### config.mk
export PLATFORM = sky130hd
export DESIGN_NAME = sa_instr_sequencer
export DESIGN_NICKNAME = d
export VERILOG_FILES = /design/src/rtl/sa_instr_sequencer.sv
export SDC_FILE = /design/constraint.sdc
export NUM_CORES = 1
export LEC_CHECK = 0
export BUFFER_PORTS_ARGS = -buffer_cell sky130_fd_sc_hd__buf_2
export CORE_ASPECT_RATIO = 0.5
export CORE_MARGIN = 2
export CORE_UTILIZATION = 49
export DETAILED_ROUTE_END_ITERATION = 12
export PLACE_DENSITY = 0.84
export SKIP_LAST_GASP = 1
export SYNTH_ARGS = -nofsm -noshare
export SYNTH_HDL_FRONTEND = slang
export SYNTH_SLANG_ARGS = --single-unit
### constraint.sdc
create_clock -name clk -period 3.5 [get_ports clk]
set_clock_uncertainty 0.2 [all_clocks]
set_input_delay 0.525 -clock clk [delete_from_list [all_inputs] [get_ports clk]]
set_output_delay 0.525 -clock clk [all_outputs]
set_load 0.1 [all_outputs]
### src/rtl/sa_instr_sequencer.sv
// Program sequencer for the 4x4 systolic array.
// Fetches opcodes from a small synchronous instruction memory and steps the
// operand banks, array control strobes and output-memory port through each
// instruction. All control outputs are registered and aligned to the state
// they belong to, so they are computed from the next-state values.
module sa_instr_sequencer #(
  parameter int N   = 4,
  parameter int IAW = 3,
  parameter int IW  = 4,
  parameter int CW  = 8
) (
  input  logic           clk,
  input  logic           rst,
  input  logic           ap_start,
  output logic           ap_done,
  output logic           ap_idle,
  output logic           instr_rd,
  output logic [IAW-1:0] instr_addr,
  input  logic [IW-1:0]  instr_data,
  output logic [IW-1:0]  curr_instr,
  output logic           rd_en_a,
  output logic           rd_en_b,
  output logic [CW-1:0]  rd_col,
  output logic           arr_load_b,
  output logic           arr_shift,
  output logic           arr_clear,
  output logic           out_wr,
  output logic [CW-1:0]  out_addr,
  output logic           err_illegal
);

  typedef enum logic [2:0] {
    IDLE   = 3'd0,
    FETCH  = 3'd1,
    DECODE = 3'd2,
    EXEC   = 3'd3,
    DONE   = 3'd4
  } stateT;

  localparam logic [IW-1:0] OP_NOP     = IW'(0);
  localparam logic [IW-1:0] OP_HALT    = IW'(1);
  localparam logic [IW-1:0] OP_COMPUTE = IW'(2);
  localparam logic [IW-1:0] OP_CLEAR   = IW'(3);
  localparam logic [IW-1:0] OP_LOAD_B  = IW'(4);
  localparam logic [IW-1:0] OP_STORE   = IW'(5);

  // Instruction lengths in EXEC cycles
  localparam logic [CW-1:0] LEN_COMPUTE = CW'(3*N-1);
  localparam logic [CW-1:0] LEN_CLEAR   = CW'(1);
  localparam logic [CW-1:0] LEN_LOAD_B  = CW'(2*N);
  localparam logic [CW-1:0] LEN_STORE   = CW'(N*N);

  // Last column of a skewed operand row; later COMPUTE cycles only flush the skew
  localparam logic [CW-1:0] LAST_COL = CW'(2*N-2);

  localparam logic [IAW-1:0] LAST_PC = {IAW{1'b1}};

  stateT          state, stateNext;
  logic [IAW-1:0] pc, pcNext;
  logic [CW-1:0]  cnt, cntNext;
  logic [IW-1:0]  currReg, currNext;
  logic           errReg, errNext;
  logic [CW-1:0]  execLen;

  logic           doneNext, idleNext, instrRdNext;
  logic           rdEnANext, rdEnBNext, loadBNext, shiftNext, clearNext, outWrNext;
  logic [CW-1:0]  rdColNext, outAddrNext;

  // State register together with pc, cycle counter, latched opcode and sticky error
  always_ff @(posedge clk) begin
    if (rst) begin
      state   <= IDLE;
      pc      <= '0;
      cnt     <= '0;
      currReg <= '0;
      errReg  <= 1'b0;
    end else begin
      state   <= stateNext;
      pc      <= pcNext;
      cnt     <= cntNext;
      currReg <= currNext;
      errReg  <= errNext;
    end
  end

  // Number of EXEC cycles for the instruction currently executing
  always_comb begin
    execLen = LEN_CLEAR;
    case (currReg)
      OP_COMPUTE: execLen = LEN_COMPUTE;
      OP_CLEAR:   execLen = LEN_CLEAR;
      OP_LOAD_B:  execLen = LEN_LOAD_B;
      OP_STORE:   execLen = LEN_STORE;
      default:    execLen = LEN_CLEAR;
    endcase
  end

  // Next-state logic: program flow, implicit halt at the last address, no pc wrap
  always_comb begin
    stateNext = state;
    pcNext    = pc;
    cntNext   = cnt;
    currNext  = currReg;
    errNext   = errReg;
    case (state)
      IDLE: begin
        if (ap_start) begin
          stateNext = FETCH;
          pcNext    = '0;
          errNext   = 1'b0;
        end
      end
      FETCH: begin
        stateNext = DECODE;
      end
      DECODE: begin
        currNext = instr_data;
        cntNext  = '0;
        case (instr_data)
          OP_NOP: begin
            if (pc == LAST_PC) begin
              stateNext = DONE;
            end else begin
              pcNext    = pc + 1'b1;
              stateNext = FETCH;
            end
          end
          OP_HALT: stateNext = DONE;
          OP_COMPUTE, OP_CLEAR, OP_LOAD_B, OP_STORE: stateNext = EXEC;
          default: begin
            errNext   = 1'b1;
            stateNext = DONE;
          end
        endcase
      end
      EXEC: begin
        if (cnt == execLen - 1'b1) begin
          cntNext = '0;
          if (pc == LAST_PC) begin
            stateNext = DONE;
          end else begin
            pcNext    = pc + 1'b1;
            stateNext = FETCH;
          end
        end else begin
          cntNext = cnt + 1'b1;
        end
      end
      DONE: begin
        stateNext = IDLE;
      end
      default: begin
        stateNext = IDLE;
      end
    endcase
  end

  // Output decode from next state/counter/opcode so the registered strobes line up with their state
  always_comb begin
    doneNext    = (stateNext == DONE);
    idleNext    = (stateNext == IDLE);
    instrRdNext = (stateNext == FETCH);
    rdEnANext   = 1'b0;
    rdEnBNext   = 1'b0;
    loadBNext   = 1'b0;
    shiftNext   = 1'b0;
    clearNext   = 1'b0;
    outWrNext   = 1'b0;
    rdColNext   = '0;
    outAddrNext = '0;
    if (stateNext == EXEC) begin
      case (currNext)
        OP_LOAD_B: begin
          if (cntNext <= LAST_COL) begin
            rdEnBNext = 1'b1;
            rdColNext = cntNext;
          end
          loadBNext = (cntNext != '0);
        end
        OP_COMPUTE: begin
          if (cntNext <= LAST_COL) begin
            rdEnANext = 1'b1;
            rdColNext = cntNext;
          end
          shiftNext = (cntNext != '0);
        end
        OP_CLEAR: begin
          clearNext = 1'b1;
        end
        OP_STORE: begin
          outWrNext   = 1'b1;
          outAddrNext = cntNext;
        end
        default: begin
          clearNext = 1'b0;
        end
      endcase
    end
  end

  // Output registers; the sequencer sits in IDLE after reset, so ap_idle comes up high
  always_ff @(posedge clk) begin
    if (rst) begin
      ap_done    <= 1'b0;
      ap_idle    <= 1'b1;
      instr_rd   <= 1'b0;
      rd_en_a    <= 1'b0;
      rd_en_b    <= 1'b0;
      rd_col     <= '0;
      arr_load_b <= 1'b0;
      arr_shift  <= 1'b0;
      arr_clear  <= 1'b0;
      out_wr     <= 1'b0;
      out_addr   <= '0;
    end else begin
      ap_done    <= doneNext;
      ap_idle    <= idleNext;
      instr_rd   <= instrRdNext;
      rd_en_a    <= rdEnANext;
      rd_en_b    <= rdEnBNext;
      rd_col     <= rdColNext;
      arr_load_b <= loadBNext;
      arr_shift  <= shiftNext;
      arr_clear  <= clearNext;
      out_wr     <= outWrNext;
      out_addr   <= outAddrNext;
    end
  end

  assign instr_addr  = pc;
  assign curr_instr  = currReg;
  assign err_illegal = errReg;

endmodule

==> metrics.txt <==
RD Place Congestion=0.8550; setup violators final=0; clk buf depth=2; max-slew violations=0; Remaining DRCs=0; Root Driver=clkbuf_8; Critical Path AT=3.39 ns; initial core utilization=52.31%; I/O pins=40; cell count of the worst reg-to-reg path=11; total number of vias=1930; main area contributors after synthesis=dfxtp_1 (42%), nor2_1 (3.8%), nor3_1 (3.3%); clock buffer count from CTS=5; outcome=finished clean; max-cap viol count=0; Min-Delay Endpoint=instr_addr[1]; # diodes=0; fin area=2484 um2; Synth top area share=42.05%; number of core rows=16; share of cells above drive strength 1=24.91%; CP Cell Sequence=or2b_1, a21o_1, or2_2, ha_4, xnor2_1, or4_1, or3_1, buf_4, o2111ai_4, o21ai_1, a211oi_2; HP Start=instr_addr[1]; Synth async-reset ratio=0%; die area=4845 um2; fillers=344; P_leak=1.017 nW; Max IR drop VDD=0.0002169 V; largest net degree at the start of global routing=25; H-tree Lvls=2; Sequential Area=889.6 um2; Die Wd=96.46 um; setup repair bufs after CTS=0; P&R area growth vs syn=18.58%; Syn Std Cell Area=2095 um2; Synth Flop Type=dfxtp_1; gr usage total=21.86%; worst hold stages=2; IO buf count=39; relative slew slack=46.98%; placed cell areas=2355 um2; hpwl dp=3673 um; Die Ht=50.23 um; worst reg2reg setup slack=0.13 ns; Least-Margin Pin Slew=0.7942 ns; number of flops mapped to enable cells by yosys=0; setup TNS=0 ns; Place WS=0.09750 ns; post-synth cell types=57; vias per inst=5.831; startpoint type of the worst setup path=flop; number of global-route vias before repair=1714; Routed Antenna Nets=0; DR pass1 iterations=5; gr ovfl total=0; CP max stage delay=0.48 ns; Final Net Count=287; Worst Path Required=3.52 ns; routed len/inst=15.36 um; post-layout min period=3.371 ns; endpoint class of the critical path=flop; Post-Synthesis Cells=237; Tcrit/Tclk final=96.30%; Core ar.=4004 um2; critical path type=reg2reg; Ys Warns=0; Final Hold Viols=0; FF-to-FF Start=curr_instr[2]; sequential-to-total area share from yosys stat=42.05%; Routed WL=5084 um; initial antenna violation count=0; first-pass GRT wire length=8073 um; type of the worst min-delay path=reg2reg; Synth Register Bits=44; fmax=0.2967 GHz; Num Clock Sinks=44; pwr dens=448.3 nW/um2; Slowest-stage cell, CP=or4_1; multi-input combinational cell area=1167 um2; cell taking the most area after synthesis=dfxtp_1; reg2reg end=rd_en_b; 1st-iter DRT viols=185; Worst-path clk slew=0.08 ns; syn avg cell area=8.838 um2; clock latency on the worst-skew pair=0.30 ns; Setup WS post-layout=0.1295 ns; maximum net fanout on the critical path=7; CTS tree=done
synth_stat cells (all sizes together) (3+ instances only):
cell     count
dfxtp       44
nor2        21
nand2       17
nor3        14
clkbuf      12
a21oi       11
o21ai       11
xnor2        7
nand3        6
inv          5
nand4        5
nor2b        5
or4          5
a31oi        4
and2         4
buf          4
ha           4
or2          4
and3         3
nor4         3
o2111ai      3
o31a         3
or3          3
xor2         3
worst max-delay path by stage:
stage / from / end / slack (ns)
after floorplan: curr_instr[2] / out_addr[3] / 0.03
after global placement: curr_instr[2] / rd_en_b / 0.24
after detailed placement: curr_instr[2] / rd_en_b / 0.1
after CTS: curr_instr[2] / rd_en_b / 0.06
after global routing: curr_instr[2] / rd_en_b / -0.005
final: curr_instr[2] / rd_en_b / 0.13
critical path: cells and delay by family (launching register included):
| kind | cells | cell delay [ns] |
|---|---|---|
| xor+xnor | 1 | 0.12 |
| compound gates | 4 | 0.82 |
| flops | 1 | 0.37 |
| buf+inv | 1 | 0.19 |
| simple gates | 4 | 1.37 |
| fa+ha+maj | 1 | 0.22 |
logic make-up (layout without fill, tap and decap cells):
family                     Yosys count  in the layout  share of synthesized area, %
AOI/OAI and AO/OA                   50             50                         17.02
muxes                                2              2                         1.195
and+or+nand+nor                    105            105                         28.44
other                                1              5                        0.1790
adders and majority gates            4              4                         2.390
buffers and inverters               21             57                         4.539
xor gates and xnor gates            10             10                         4.182
DFF                                 44             44                         42.05
power breakdown:
group          switching, mW  internal, mW
sequential            0.0147         0.512
clock                  0.172         0.212
combinational          0.152        0.0507
total                  0.339         0.775
what timing repair did:
| action | CTS | global route |
|---|---|---|
| setup endpoints to repair | 0 | 5 |
| resized for setup | 0 | 4 |
| hold buffers | 0 | 0 |
per-stage QoR:
step	util, %	hold WS, ns	power, mW	instances
5_1_grt	62.03	0.2981	1.152	331
2_1_floorplan	-	0.2924	0.6987	241
6_report	62.03	0.2854	1.113	331
4_1_cts	61.50	0.2813	1.112	331
3_3_place_gp	58.81	0.2615	0.7290	323
3_5_place_dp	58.81	0.2715	0.7344	323
placed cells by master (no fill, tap or decap), types with 3 or more instances in the layout:
cell      synthesis  layout
xnor2_1           7       7
dfxtp_1          44      41
or4_1             4       4
or2_2             3       3
nand3_1           6       6
buf_2             1      39
nand2_1          17      17
inv_1             5       5
a21oi_1          11      11
xor2_1            3       3
nor4_1            3       3
o21ai_0           9       8
nor3_1           14      14
ha_1              4       3
buf_4             2       5
nor2_1           21      21
and3_1            3       3
o31a_1            3       3
clkbuf_8          0       5
conb_1            1       5
nand4_1           5       5
or3_1             3       3
nor2b_1           5       5
and2_1            4       4
a31oi_1           4       4
flip-flops by register name, summed over array words and instances, names as in the netlist, 3 cells and up:
register,flops
cnt,8
curr_instr,4
instr_addr,3
out_addr,8
rd_col,8
state,3
layout make-up:
cell class | instances | share of cell area [%]
Tap cell | 54 | 2.720
Sequential cell | 44 | 35.82
Timing Repair Buffer | 44 | 9.370
Inverter | 5 | 0.7557
Multi-Input combinational cell | 176 | 47.00
Clock buffer | 6 | 2.922
Clock inverter | 2 | 1.411
per-layer routing:
metal / global-route usage, % / up-vias / share of wire, %
met4: 9.155 / 0 / 1.6
met2: 32.87 / 96 / 45
met1: 29.92 / 888 / 46
li1: - / 931 / -
met5: 0 / - / 0
met3: 5.556 / 15 / 7.1
Power figures use the tool's default switching activity.
